**src/rtl/mw_alu_sequencer.sv**
```systemverilog
// Multi-word ALU sequencer: streams operand word pairs through the shared
// 16-bit ALU, chaining E from word to word, and reports final E/Z/N/OVF flags.
module mw_alu_sequencer #(
  parameter int WIDTH = 16,
  parameter int LEN_W = 4
) (
  input  logic             clk,
  input  logic             rst_n,
  input  logic             cmd_valid,
  output logic             cmd_ready,
  input  logic [2:0]       cmd_op,
  input  logic [LEN_W-1:0] cmd_len,
  input  logic             cmd_cin,
  input  logic             in_valid,
  output logic             in_ready,
  input  logic [WIDTH-1:0] in_a,
  input  logic [WIDTH-1:0] in_b,
  output logic [WIDTH-1:0] alu_ac,
  output logic [WIDTH-1:0] alu_dr,
  output logic             alu_e,
  output logic [2:0]       alu_op,
  input  logic [WIDTH-1:0] alu_result,
  input  logic             alu_co,
  input  logic             alu_ovf,
  output logic             out_valid,
  input  logic             out_ready,
  output logic [WIDTH-1:0] out_word,
  output logic             out_last,
  output logic             done,
  output logic             flag_e,
  output logic             flag_z,
  output logic             flag_n,
  output logic             flag_ovf,
  output logic             flag_err,
  output logic             busy,
  output logic [2:0]       dbg_state
);

  // Handshakes: a transfer happens on a rising edge where valid and ready are
  // both high; valid never waits on ready, and data holds while valid && !ready.

  typedef enum logic [2:0] {
    S_IDLE  = 3'd0,
    S_FETCH = 3'd1,
    S_EXEC  = 3'd2,
    S_EMIT  = 3'd3,
    S_DONE  = 3'd4
  } state_t;

  localparam logic [2:0] OP_ADD = 3'b001;
  localparam logic [2:0] OP_SHR = 3'b101;
  localparam logic [2:0] OP_SHL = 3'b110;

  state_t           state, state_nx;
  logic             rdy_en;
  logic [2:0]       op_reg;
  logic [LEN_W-1:0] remaining;
  logic             e_reg;
  logic             z_acc;
  logic             ovf_reg;
  logic [WIDTH-1:0] a_reg;
  logic [WIDTH-1:0] b_reg;
  logic             cmd_bad;
  logic             chains_e;

  assign cmd_bad   = (cmd_op == 3'b000) || (cmd_op == 3'b111) || (cmd_len == '0);
  assign chains_e  = (op_reg == OP_ADD) || (op_reg == OP_SHR) || (op_reg == OP_SHL);
  assign alu_ac    = a_reg;
  assign alu_dr    = b_reg;
  assign alu_e     = e_reg;
  assign dbg_state = state;

  always_comb begin
    state_nx  = state;
    // rdy_en keeps cmd_ready low through reset and rises one cycle after release
    cmd_ready = (state == S_IDLE) && rdy_en;
    in_ready  = (state == S_FETCH);
    out_valid = (state == S_EMIT);
    out_last  = (state == S_EMIT) && (remaining == LEN_W'(1));
    done      = (state == S_DONE);
    busy      = (state != S_IDLE);
    alu_op    = (state == S_EXEC) ? op_reg : 3'b000;
    case (state)
      S_IDLE:  if (cmd_valid && cmd_ready) state_nx = cmd_bad ? S_DONE : S_FETCH;
      S_FETCH: if (in_valid) state_nx = S_EXEC;
      S_EXEC:  state_nx = S_EMIT;
      S_EMIT:  if (out_ready) state_nx = (remaining == LEN_W'(1)) ? S_DONE : S_FETCH;
      S_DONE:  state_nx = S_IDLE;
      default: state_nx = S_IDLE;
    endcase
  end

  always_ff @(posedge clk) begin
    if (!rst_n) begin
      state     <= S_IDLE;
      rdy_en    <= 1'b0;
      op_reg    <= '0;
      remaining <= '0;
      e_reg     <= 1'b0;
      z_acc     <= 1'b0;
      ovf_reg   <= 1'b0;
      a_reg     <= '0;
      b_reg     <= '0;
      out_word  <= '0;
      flag_e    <= 1'b0;
      flag_z    <= 1'b0;
      flag_n    <= 1'b0;
      flag_ovf  <= 1'b0;
      flag_err  <= 1'b0;
    end else begin
      state  <= state_nx;
      rdy_en <= 1'b1;
      case (state)
        S_IDLE: begin
          if (cmd_valid && cmd_ready) begin
            op_reg    <= cmd_op;
            remaining <= cmd_len;
            e_reg     <= cmd_cin;
            z_acc     <= 1'b1;
            ovf_reg   <= 1'b0;
            if (cmd_bad) begin
              flag_err <= 1'b1;
              flag_e   <= cmd_cin;
              flag_z   <= 1'b0;
              flag_n   <= 1'b0;
              flag_ovf <= 1'b0;
            end else begin
              flag_err <= 1'b0;
            end
          end
        end
        S_FETCH: begin
          if (in_valid) begin
            a_reg <= in_a;
            b_reg <= in_b;
          end
        end
        S_EXEC: begin
          out_word <= alu_result;
          // Logic ops leave E alone; only add and shifts carry into the next word
          if (chains_e) e_reg <= alu_co;
          z_acc   <= z_acc & (alu_result == '0);
          ovf_reg <= (op_reg == OP_ADD) & alu_ovf;
        end
        S_EMIT: begin
          if (out_ready) begin
            remaining <= remaining - LEN_W'(1);
            if (remaining == LEN_W'(1)) begin
              flag_e   <= e_reg;
              flag_z   <= z_acc;
              flag_n   <= out_word[WIDTH-1];
              flag_ovf <= ovf_reg;
            end
          end
        end
        default: ;
      endcase
    end
  end

endmodule

```
**config.mk**
```make
export PLATFORM = sky130hd
export DESIGN_NAME = mw_alu_sequencer
export DESIGN_NICKNAME = d
export VERILOG_FILES = /design/src/rtl/mw_alu_sequencer.sv
export SDC_FILE = /design/constraint.sdc
export NUM_CORES = 1
export LEC_CHECK = 0
export BUFFER_PORTS_ARGS = -buffer_cell sky130_fd_sc_hd__buf_4
export CAP_MARGIN = 25
export CORE_MARGIN = 1.5
export CORE_UTILIZATION = 30
export CTS_CLUSTER_DIAMETER = 150
export DETAILED_ROUTE_END_ITERATION = 12
export PLACE_DENSITY = 0.62
export RECOVER_POWER = 100
export SYNTH_ARGS = -nofsm -noshare
export SYNTH_HDL_FRONTEND = slang
export SYNTH_SLANG_ARGS = --single-unit
```
**constraint.sdc**
```tcl
create_clock -name clk -period 1.8 [get_ports clk]
set_clock_uncertainty 0.05 [all_clocks]
set_input_delay 0.27 -clock clk [delete_from_list [all_inputs] [get_ports clk]]
set_output_delay 0.27 -clock clk [all_outputs]
set_load 0.01 [all_outputs]
```
==> metrics.txt <==
# TYPE chip_impl_metric gauge
chip_impl_info{name="run_status",value="complete, no violations"} 1
chip_impl_info{name="min-delay-start",value="in_a[3]"} 1
chip_impl_info{name="critPathLaunch",value="dbg_state[2]$_SDFFE_PN0P_"} 1
chip_impl_metric{name="cp_data_arrival_time",unit="ps"} 1390
chip_impl_info{name="clk_root_buffer_cell",value="sky130_fd_sc_hd__clkbuf_8"} 1
chip_impl_metric{name="cp_max_fo",unit=""} 11
chip_impl_info{name="ys_top_cells_by_area",value="sky130_fd_sc_hd__dfxtp_1, sky130_fd_sc_hd__nand2_1, sky130_fd_sc_hd__a21oi_1"} 1
chip_impl_metric{name="cp.required",unit="ps"} 1480
chip_impl_metric{name="synthesis.instances",unit=""} 350
chip_impl_info{name="critPathMostFrequentCell",value="sky130_fd_sc_hd__buf_4"} 1
chip_impl_metric{name="final_cell_count_no_fill",unit=""} 594
chip_impl_metric{name="globalRouteTotalUtil",unit=""} 0.159
chip_impl_metric{name="finalCriticalPeriod",unit="ps"} 1710
chip_impl_metric{name="sequential_area_share_after_synthesis",unit=""} 0.483
chip_impl_metric{name="initial_util",unit=""} 0.314
chip_impl_metric{name="dp_cells",unit=""} 577
chip_impl_metric{name="drcViolationCount",unit=""} 0
chip_impl_metric{name="route.detailed.wl_per_inst",unit="µm"} 13.6
chip_impl_metric{name="die_width",unit="µm"} 99.2
chip_impl_metric{name="postSynthRegisterBits",unit=""} 67
chip_impl_metric{name="synthesis.yosys.warnings",unit=""} 0
chip_impl_info{name="prevailing_post_synth_register_cell",value="sky130_fd_sc_hd__dfxtp_1"} 1
chip_impl_metric{name="mappedNetlistArea",unit="µm²"} 2780
chip_impl_metric{name="static-leakage-power",unit="nW"} 1.53
chip_impl_metric{name="power.switching_fraction",unit=""} 0.281
chip_impl_metric{name="final.hold.worst_slack",unit="ps"} 128
chip_impl_metric{name="drt-pass1-iter-count",unit=""} 4
chip_impl_metric{name="yosys.cell_types.count",unit=""} 43
chip_impl_metric{name="avgSynthCellArea",unit="µm²"} 7.93
chip_impl_metric{name="cts_buffers",unit=""} 9
chip_impl_metric{name="io_pins",unit=""} 129
chip_impl_info{name="path_class",value="register to primary output"} 1
chip_impl_metric{name="internal_power",unit="mW"} 2.65
chip_impl_info{name="tritoncts",value="yes"} 1
chip_impl_metric{name="final_net_count",unit=""} 546
chip_impl_metric{name="placement.io_buffers",unit=""} 128
chip_impl_metric{name="dr.first_iter.drc_count",unit=""} 102
chip_impl_metric{name="wl",unit="mm"} 8.11
chip_impl_metric{name="cts_htree_levels",unit=""} 3
chip_impl_metric{name="max-clock-path-buffers",unit=""} 2
chip_impl_metric{name="synth_top_area_share",unit=""} 0.483
chip_impl_metric{name="power_frac_comb",unit=""} 0.181
chip_impl_info{name="synth.largest_area_cell",value="sky130_fd_sc_hd__dfxtp_1"} 1
chip_impl_metric{name="critPathMaxStageDelay",unit="ps"} 320
chip_impl_metric{name="via_count",unit=""} 2851
chip_impl_metric{name="clock.fmax",unit="GHz"} 0.585
chip_impl_metric{name="core_area",unit="µm²"} 8850
chip_impl_info{name="crit_chain",value="buf_4, nand3b_4, nor3_2, buf_4"} 1
chip_impl_metric{name="clkPwrFrac",unit=""} 0.379
chip_impl_metric{name="antenna_violating_nets_left",unit=""} 0
chip_impl_metric{name="vias_in_the_first_global_route",unit=""} 2682
chip_impl_metric{name="power_frac_seq",unit=""} 0.440
chip_impl_metric{name="wire_length_of_the_first_global_routing_pass",unit="mm"} 12.7
chip_impl_metric{name="clock_transition_at_the_registers_of_the_reported_paths",unit="ps"} 80
chip_impl_metric{name="clock-sinks",unit=""} 67
chip_impl_metric{name="flow.area_growth_from_synthesis",unit="%"} 40.9
chip_impl_info{name="most-common-layout-cells",value="sky130_fd_sc_hd__nand2_1, sky130_fd_sc_hd__buf_4, sky130_fd_sc_hd__dfxtp_1"} 1
chip_impl_metric{name="finalWeightedCongestion",unit=""} 0.807
chip_impl_metric{name="report.final.setup_viol",unit=""} 0
chip_impl_metric{name="synth-edff-count",unit=""} 0
chip_impl_info{name="slowest_stage",value="sky130_fd_sc_hd__dfxtp_1"} 1
chip_impl_metric{name="synth_nets",unit=""} 415
chip_impl_metric{name="hpwl",unit="mm"} 6.04
chip_impl_info{name="worst_setup_ep_type",value="primary output"} 1
chip_impl_metric{name="timing.final.max_slew_violations",unit=""} 0
chip_impl_metric{name="die-area",unit="µm²"} 9840
chip_impl_metric{name="portion_of_the_clock_cycle_consumed_by_the_worst_path_in_the_final_layout",unit=""} 0.950
chip_impl_metric{name="power.ir.vdd_worst",unit="mV"} 0.470
chip_impl_metric{name="clk-insertion-delay-late",unit="ps"} 330
chip_impl_metric{name="finalHoldViolations",unit=""} 0
chip_impl_metric{name="viasPerCell",unit=""} 4.80
chip_impl_metric{name="power_switching",unit="mW"} 1.04
chip_impl_metric{name="antenna_found_initial",unit=""} 0
chip_impl_metric{name="antenna-diode-count",unit=""} 0
chip_impl_metric{name="synth-async-reset-ratio",unit=""} 0
chip_impl_metric{name="worst-slew-pin-transition",unit="ps"} 615
chip_impl_metric{name="row_count",unit=""} 34
chip_impl_info{name="most_frequent_standard_cell_in_the_layout_excluding_fill_and_tap_cells",value="sky130_fd_sc_hd__nand2_1"} 1
chip_impl_info{name="hp-class",value="input pin to register"} 1
chip_impl_metric{name="layout-drive-gt1-share",unit=""} 0.230
chip_impl_metric{name="pin_count_of_the_biggest_net_entering_global_routing",unit=""} 34
chip_impl_info{name="grt_setup_unrepaired",value="false"} 1
chip_impl_metric{name="maxSlewHeadroom",unit=""} 0.590
chip_impl_metric{name="die-height",unit="µm"} 99.2
chip_impl_metric{name="maxCapViolCount",unit=""} 0
chip_impl_info{name="start_kind",value="register"} 1
chip_impl_info{name="worst_r2r_startpoint",value="dbg_state[1]$_SDFFE_PN0P_"} 1
chip_impl_metric{name="worstPathBufferInverterCount",unit=""} 2
chip_impl_info{name="path_delay_family",value="simple AND/OR/NAND/NOR gates"} 1
chip_impl_metric{name="globalRoute.totalOverflow",unit=""} 0
chip_impl_metric{name="power_density",unit="nW/µm²"} 944
-- metal layers --
layer,up-vias,GRT usage,routed length [µm]
li1,1439,-,-
met1,1313,0.197,3580
met2,93,0.266,3950
met3,6,0.0372,487
met4,0,0.0650,97
met5,-,0,0
-- power by group through the flow --
| stage | Combinational, mW | Clock (mW) | Sequential, mW |
|---|---|---|---|
| finish | 0.670 | 1.40 | 1.62 |
| global route | 0.738 | 1.50 | 1.64 |
| CTS | 0.724 | 1.45 | 1.62 |
| detailed placement | 0.712 | 0 | 1.66 |
| global placement | 0.704 | 0 | 1.65 |
| floorplan | 0.338 | 0 | 1.68 |
-- synthesized netlist by cell type (all sizes together) (4+ instances only) --
library cell    n
dfxtp          67
nor3            7
o21ai           7
and3            7
and2            4
a21oi          59
mux2i           4
nand2b          4
buf            12
nand3           5
nor2           10
nor4            4
clkbuf          9
inv             7
nand2         114
-- logic make-up after synthesis --
family | after synthesis | synth area share
flops | 67 | 0.483
fa+ha+maj | 2 | 0.00901
buf+inv | 29 | 0.0464
compound gates | 80 | 0.165
mux | 5 | 0.0185
simple gates | 167 | 0.278
-- through the flow --
stage	setup TNS (ps)	instance area [µm²]	setup WS, ps	total power [mW]	utilization
4_1_cts	-25.4	4130	-25.4	3.79	0.466
3_3_place_gp	0	3890	51.1	2.36	0.440
3_5_place_dp	0	3890	19.3	2.37	0.440
5_1_grt	0	3910	5.15	3.87	0.442
2_1_floorplan	0	2780	202	2.01	-
6_report	0	3910	90.9	3.69	0.442
-- repair_timing --
item	CTS	global route
hold buffers	0	0
hold endpoints to repair	0	0
buffers inserted	1	0
pin swaps	1	4
resized for setup	2	7
cloned	0	0
endpoints found under the setup margin	4	41
-- tightest hold or removal path: cells and delay by family --
kind | cells | cell delay (ps)
buf+inv | 1 | 110
simple gates | 1 | 40
compound gates | 1 | 50
-- area by class of cell --
class / instances / area [µm²]
fillers: 969 / 4940
flip-flops and latches: 67 / 1340
multi-input cells: 254 / 1330
repair buffers: 141 / 853
well taps: 108 / 135
clock buffers: 9 / 124
clock inverters: 7 / 98.8
inverters: 8 / 31.3
-- worst paths after layout --
kind | to | slack [ps] | depth (start not counted)
max reg2reg | remaining[1]$_SDFFE_PN0P_ | 110 | 5
max | out_last | 90 | 4
min | alu_ac[3]$_SDFFE_PN0P_ | 130 | 3
min reg2reg | out_word[5]$_SDFFE_PN0N_ | 400 | 2
Note: power is estimated with default switching activity, not from simulation.
